$ cat src/rtl/regfile_fwd_sb.sv
// regfile_fwd_sb: decode-stage register file with operand forwarding and a
// pending-write scoreboard.
//
// Read ports are combinational. Each port takes its operand from the first of these that applies:
//   1. the youngest matching forwarding tap;
//   2. the writeback bypass;
//   3. the stored register.
// A per-register pending bit tracks in-flight writers. From the pending bits and the
// forwarding taps the block raises a load-use stall. It also keeps an exception PC shadow
// register and a saturating count of stall cycles.
//
// Ports:
//   i_clk, i_rst_n                 clock (rising edge), async active-low reset
//   i_rd_sel, i_rd_used            per-port read selects / operand-consumed flags
//   o_rd_data                      per-port forwarded read data
//   i_wr_en, i_wr_sel, i_wr_data   writeback write
//   i_iss_en, i_iss_sel            issued instruction destination (marks pending)
//   i_fwd_valid/ready/sel/data     EX/MEM/WB forwarding taps, index 0 youngest
//   i_epc_save, i_epc_in, o_epc    exception PC capture
//   o_stall, o_stall_cnt, i_cnt_clr  stall request and saturating stall counter
//   o_err                          illegal select seen on an active port
module regfile_fwd_sb #(
  parameter int unsigned DATA_W   = 16,
  parameter int unsigned NUM_REGS = 8,
  parameter int unsigned NUM_RD   = 2,
  parameter int unsigned NUM_FWD  = 3,
  parameter int unsigned ZERO_REG = 0,
  parameter int unsigned CNT_W    = 16,
  localparam int unsigned ADDR_W  = (NUM_REGS > 1) ? $clog2(NUM_REGS) : 1
) (
  input  logic                       i_clk,
  input  logic                       i_rst_n,
  input  logic [NUM_RD*ADDR_W-1:0]   i_rd_sel,
  input  logic [NUM_RD-1:0]          i_rd_used,
  output logic [NUM_RD*DATA_W-1:0]   o_rd_data,
  input  logic                       i_wr_en,
  input  logic [ADDR_W-1:0]          i_wr_sel,
  input  logic [DATA_W-1:0]          i_wr_data,
  input  logic                       i_iss_en,
  input  logic [ADDR_W-1:0]          i_iss_sel,
  input  logic [NUM_FWD-1:0]         i_fwd_valid,
  input  logic [NUM_FWD-1:0]         i_fwd_ready,
  input  logic [NUM_FWD*ADDR_W-1:0]  i_fwd_sel,
  input  logic [NUM_FWD*DATA_W-1:0]  i_fwd_data,
  input  logic                       i_epc_save,
  input  logic [DATA_W-1:0]          i_epc_in,
  output logic [DATA_W-1:0]          o_epc,
  output logic                       o_stall,
  output logic [CNT_W-1:0]           o_stall_cnt,
  input  logic                       i_cnt_clr,
  output logic                       o_err
);

  // Storage spans the full select space so out-of-range selects index a slot that is never
  // written and therefore always reads 0 and is never pending.
  localparam int unsigned DEPTH = 1 << ADDR_W;

  logic [DATA_W-1:0] r_regs [DEPTH];
  logic [DEPTH-1:0]  r_pending;
  logic [DATA_W-1:0] r_epc;
  logic [CNT_W-1:0]  r_stall_cnt;

  logic [NUM_RD-1:0] w_port_stall;
  logic              w_rd_err;
  logic              w_wr_ok;
  logic              w_iss_ok;
  logic [ADDR_W-1:0] w_sel;
  logic              w_hit;
  logic              w_tap_rdy;
  logic [DATA_W-1:0] w_tap_data;
  logic              w_byp;

  function automatic logic f_valid(input logic [ADDR_W-1:0] sel);
    f_valid = (int'(sel) < int'(NUM_REGS));
  endfunction

  function automatic logic f_zero(input logic [ADDR_W-1:0] sel);
    f_zero = (ZERO_REG != 0) && (sel == '0);
  endfunction

  // Read path, stall terms and read-select errors
  always_comb begin
    o_rd_data    = '0;
    w_port_stall = '0;
    w_rd_err     = 1'b0;
    w_sel        = '0;
    w_hit        = 1'b0;
    w_tap_rdy    = 1'b1;
    w_tap_data   = '0;
    w_byp        = 1'b0;
    for (int k = 0; k < int'(NUM_RD); k++) begin
      w_sel      = i_rd_sel[k*ADDR_W +: ADDR_W];
      w_hit      = 1'b0;
      w_tap_rdy  = 1'b1;
      w_tap_data = '0;
      // Walk oldest to youngest so the lowest-index match is the one left standing.
      for (int j = int'(NUM_FWD) - 1; j >= 0; j--) begin
        if (i_fwd_valid[j] && (i_fwd_sel[j*ADDR_W +: ADDR_W] == w_sel)) begin
          w_hit      = 1'b1;
          w_tap_rdy  = i_fwd_ready[j];
          w_tap_data = i_fwd_data[j*DATA_W +: DATA_W];
        end
      end
      w_byp = i_wr_en && (i_wr_sel == w_sel);

      if (f_zero(w_sel)) begin
        o_rd_data[k*DATA_W +: DATA_W] = '0;
      end else if (w_hit) begin
        o_rd_data[k*DATA_W +: DATA_W] = w_tap_data;
      end else if (w_byp) begin
        o_rd_data[k*DATA_W +: DATA_W] = i_wr_data;
      end else begin
        o_rd_data[k*DATA_W +: DATA_W] = r_regs[w_sel];
      end

      // An unmatched pending register is fine if its writeback lands this very cycle.
      if (i_rd_used[k] && !f_zero(w_sel)) begin
        w_port_stall[k] = w_hit ? !w_tap_rdy : (r_pending[w_sel] && !w_byp);
      end
      if (i_rd_used[k] && !f_valid(w_sel)) begin
        w_rd_err = 1'b1;
      end
    end
  end

  assign o_stall  = |w_port_stall;
  assign w_wr_ok  = i_wr_en && f_valid(i_wr_sel) && !f_zero(i_wr_sel);
  // A stalled instruction is held upstream, so its issue must not mark anything yet.
  assign w_iss_ok = i_iss_en && !o_stall && f_valid(i_iss_sel) && !f_zero(i_iss_sel);
  assign o_err    = w_rd_err || (i_wr_en && !f_valid(i_wr_sel)) ||
                    (i_iss_en && !f_valid(i_iss_sel));

  always_ff @(posedge i_clk or negedge i_rst_n) begin
    if (!i_rst_n) begin
      for (int i = 0; i < int'(DEPTH); i++) begin
        r_regs[i] <= '0;
      end
    end else if (w_wr_ok) begin
      r_regs[i_wr_sel] <= i_wr_data;
    end
  end

  // Scoreboard: a same-cycle set beats the clear because the issued writer is newer.
  always_ff @(posedge i_clk or negedge i_rst_n) begin
    if (!i_rst_n) begin
      r_pending <= '0;
    end else begin
      for (int i = 0; i < int'(DEPTH); i++) begin
        if (w_iss_ok && (int'(i_iss_sel) == i)) begin
          r_pending[i] <= 1'b1;
        end else if (w_wr_ok && (int'(i_wr_sel) == i)) begin
          r_pending[i] <= 1'b0;
        end
      end
    end
  end

  always_ff @(posedge i_clk or negedge i_rst_n) begin
    if (!i_rst_n) begin
      r_epc <= '0;
    end else if (i_epc_save) begin
      r_epc <= i_epc_in;
    end
  end

  always_ff @(posedge i_clk or negedge i_rst_n) begin
    if (!i_rst_n) begin
      r_stall_cnt <= '0;
    end else if (i_cnt_clr) begin
      r_stall_cnt <= '0;
    end else if (o_stall && !(&r_stall_cnt)) begin
      r_stall_cnt <= r_stall_cnt + 1'b1;
    end
  end

  assign o_epc       = r_epc;
  assign o_stall_cnt = r_stall_cnt;

endmodule

$ cat config.mk
export PLATFORM = sky130hd
export DESIGN_NAME = regfile_fwd_sb
export DESIGN_NICKNAME = d
export VERILOG_FILES = /design/src/rtl/regfile_fwd_sb.sv
export SDC_FILE = /design/constraint.sdc
export NUM_CORES = 1
export LEC_CHECK = 0
export ABC_AREA = 1
export CORE_UTILIZATION = 31
export DETAILED_ROUTE_END_ITERATION = 8
export PLACE_DENSITY = 0.57
export SLEW_MARGIN = 20
export SYNTH_ARGS = -nofsm -noshare
export SYNTH_HDL_FRONTEND = slang
export SYNTH_SLANG_ARGS = --single-unit
$ cat constraint.sdc
create_clock -name i_clk -period 2.5 [get_ports i_clk]
set_clock_uncertainty 0.05 [all_clocks]
set_input_delay 0.5 -clock i_clk [delete_from_list [all_inputs] [get_ports i_clk]]
set_output_delay 0.5 -clock i_clk [all_outputs]
set_load 0.02 [all_outputs]
==> results.sh <==
export IMPL_hold_path_class="reg2reg"
export IMPL_dpl_cell_area_um2=14100
export IMPL_syn_nets=1639
export IMPL_avgRoutedWirePerCell_um=18.2
export IMPL_cts_tree="built"
export IMPL_rows=67
export IMPL_instances_no_fill=2297
export IMPL_placedCellCount=2201
export IMPL_crit_chain="buf_16 > buf_12 > buf_12 > buf_6 > o211ai_1 > nand3_1 > nand3_4 > o21ai_2 > nand2_1 > nand2_1 > nor2_1 > o22ai_1 > buf_4"
export IMPL_nNetsFinal=1952
export IMPL_worstPathArrival_ns=1.99
export IMPL_die_w_um=188
export IMPL_place_congestion=0.919
export IMPL_finalSetupViolCount=9
export IMPL_yosysTopAreaCell="dfrtp_1"
export IMPL_clock_path_buffers=2
export IMPL_htreeDepth=4
export IMPL_syn_to_final_growth_pct=52.3
export IMPL_grt_max_degree=52
export IMPL_dr_total_vias=12100
export IMPL_cp_end_kind="output pin"
export IMPL_dr_pass1_iters=5
export IMPL_worst_slack_ns=-0.0416
export IMPL_track_usage_pct=23.1
export IMPL_syn_avg_cell_area_um2=7.05
export IMPL_clockPowerShare_pct=28.4
export IMPL_swShare_pct=35.8
export IMPL_final_antenna_net_count=0
export IMPL_cpLargestDelayFamily="buffers and inverters"
export IMPL_violations="setup timing"
export IMPL_p_per_area_nw_per_um2=566
export IMPL_cts_clk_slew_worst_paths_ns=0.07
export IMPL_leakage_nw=7.60
export IMPL_synth_top_area_share_pct=39.2
export IMPL_drv_cap=0
export IMPL_layout_worst_path_cycle_share_pct=102
export IMPL_drv_slew=0
export IMPL_crit_buf_inv=5
export IMPL_start_util_pct=31.8
export IMPL_layout_min_cycle_time_ns=2.54
export IMPL_synthFlopType="dfrtp_1"
export IMPL_numCtsBuffers=17
export IMPL_async_flop_share_pct=100
export IMPL_synthCells=1523
export IMPL_p_seq_share_pct=37.7
export IMPL_synth_cell_types=37
export IMPL_antenna_cells=0
export IMPL_synth_edf_count=0
export IMPL_reg2reg_slack_ns=0.32
export IMPL_grt_pass1_vias=11500
export IMPL_crit_path_max_fanout=8
export IMPL_grt_pass1_wl_um=64500
export IMPL_clock_fmax_ghz=0.393
export IMPL_ys_seq_area_share_pct=39.2
export IMPL_p_int_w=0.00594
export IMPL_root_buffer="clkbuf_16"
export IMPL_final_cell_area_um2=16300
export IMPL_wl_um=41900
export IMPL_netlist_area_um2=10700
export IMPL_insertion_delay_ns=0.44
export IMPL_dp_hpwl_um=27500
export IMPL_drc=0
export IMPL_pwr_share_comb_pct=33.9
export IMPL_critical_path_max_stage_delay_ns=0.18
export IMPL_hold_viol=0
export IMPL_status="finished with violations"
export IMPL_critPathRequiredTime_ns=1.95
export IMPL_die_area_um2=35400
export IMPL_grt_overflow=0
export IMPL_yosys_warnings=0
export IMPL_die_h_um=188
export IMPL_final_layout_size_suffix_gt1_share_pct=27.4
export IMPL_yosys_top_cells_area="dfrtp_1, nand2_1, o21ai_0"
export IMPL_cts_sinks=168
export IMPL_synth_seq_cells=168
export IMPL_rsz0062_at_grt="yes"
export IMPL_start_kind="input port"
export IMPL_drt_iter0_drc=1079
export IMPL_antenna_found_initial=0
export IMPL_io_buffers=179
export IMPL_core_area_um2=33800
export IMPL_critPathKind="in2out"
export IMPL_vias_per_cell=5.29
export IMPL_switchingPower_w=0.00331
export IMPL_io_pins=181
export IMPL_ir_drop_uv=334
export IMPL_cpMaxStageDelayCell="o211ai_1"
-- power groups by stage --
stage	sequential, W	combinational, W	clock [W]
floorplan	0.00348	0.00143	0
finish	0.00349	0.00314	0.00263
global route	0.00354	0.00343	0.00278
CTS	0.00347	0.00291	0.00269
global placement	0.00350	0.00263	0
detailed placement	0.00352	0.00266	0
-- final timing paths --
| kind | endpoint | cells after the start | from |
|---|---|---|---|
| max | o_rd_data[8] | 13 | i_rd_sel[0] |
| min | r_regs[123]$_DFFE_PN0P_ | 2 | r_regs[123]$_DFFE_PN0P_ |
| max reg2reg | o_stall_cnt[2]$_DFFE_PN0P_ | 9 | o_stall_cnt[0]$_DFFE_PN0P_ |
| min reg2reg | r_regs[123]$_DFFE_PN0P_ | 2 | r_regs[123]$_DFFE_PN0P_ |
| max in group asynchronous | r_regs[127]$_DFFE_PN0P_ | 3 | i_rst_n |
| min in group asynchronous | o_epc[10]$_DFFE_PN0P_ | 2 | i_rst_n |
-- cell usage after synthesis (all sizes together) (3+ instances only) --
library cell and count:
nor2 42, o21ai 263, xnor2 3, o211ai 44, nor3 11, dfrtp 168, buf 51, nand3 182
a21oi 105, o22ai 8, nand2 414, inv 120, clkbuf 54, nand4 22, mux2 16, xor2 15
-- per-stage QoR --
step                worst slack, ns  TNS [ns]  hold WS, ns  total power (W)  utilization [%]
finish                      -0.0416    -0.218        0.438          0.00925             48.4
global route                 -0.132     -1.65        0.457          0.00975             48.4
CTS                         -0.0418    -0.231        0.441          0.00907             46.4
detailed placement            -1.07    -43.28        0.394          0.00618             41.7
global placement              -1.06    -41.96        0.394          0.00613             41.7
floorplan                    0.0179         0        0.154          0.00492                -
-- layout by cell type (no fill, tap or decap), drive strengths merged, types with 2 or more instances in the layout --
master / Yosys / layout
o211ai: 44 / 44
clkdlybuf4s50: 0 / 123
xor2: 15 / 15
o21ai: 263 / 263
inv: 120 / 128
mux2: 16 / 16
xnor2: 3 / 3
nand3: 182 / 182
clkdlybuf4s15: 0 / 2
nor2: 42 / 42
buf: 51 / 258
clkbuf: 54 / 30
nand4: 22 / 22
nor4: 2 / 2
clkinv: 1 / 6
o22ai: 8 / 8
a21oi: 105 / 105
nand2: 414 / 414
dfrtp: 168 / 168
nor3: 11 / 11
clkinvlp: 0 / 2
-- registers in the layout, summed over array words and instances (netlist names) --
register and flops:
r_regs 128, o_epc 16, o_stall_cnt 16, r_pending 8
-- cell families (layout without fill, tap and decap cells) --
kind of cell    count (synthesis)  after routing  share of synthesized area, %
simple gates                  673            673                          27.8
compound gates                420            420                          20.8
buf+inv                       226            552                          8.83
flops                         168            168                          39.2
xor+xnor                       18             18                          1.54
mux                            16             16                          1.68
fa+ha+maj                       1              1                         0.117
other cells                     1              1                        0.0349
-- worst reg2reg max path, cell delays in order, from the launching register on --
cell     delay (ns)
dfrtp_1        0.49
ha_1           0.26
nand2_1        0.08
nor2_2         0.15
nand4_2        0.14
nor2_1         0.18
nand4_2        0.26
nand2_4        0.32
nand3_1        0.11
nand2_1        0.07
-- layout make-up --
class | instances | area, µm²
clock buffer | 18 | 429
clock inverter | 14 | 153
fill | 3219 | 17400
inverter | 121 | 493
multi-input combinational | 1129 | 6270
sequential | 168 | 4200
tap | 448 | 561
timing repair buffer | 398 | 4220
timing repair inverter | 1 | 7.51
-- routing by layer --
| layer | vias up | share of wire [%] | wire length (µm) | track usage (%) |
|---|---|---|---|---|
| met2 | 554 | 47 | 19600 | 37.7 |
| met3 | 75 | 7.6 | 3170 | 4.21 |
| li1 | 5779 | - | - | - |
| met4 | 0 | 2.7 | 1140 | 6.54 |
| met5 | - | 0 | 0 | 0 |
| met1 | 5735 | 43 | 18000 | 31.0 |
-- repair_timing --
action	in CTS	in global routing
gates resized for setup	405	166
cloned	10	4
setup endpoints to repair	49	33
hold buffers	1	0
buffers inserted	32	19
endpoints found under the hold margin	37	0
pin swaps	62	93
Note: power is estimated with default switching activity, not from simulation.
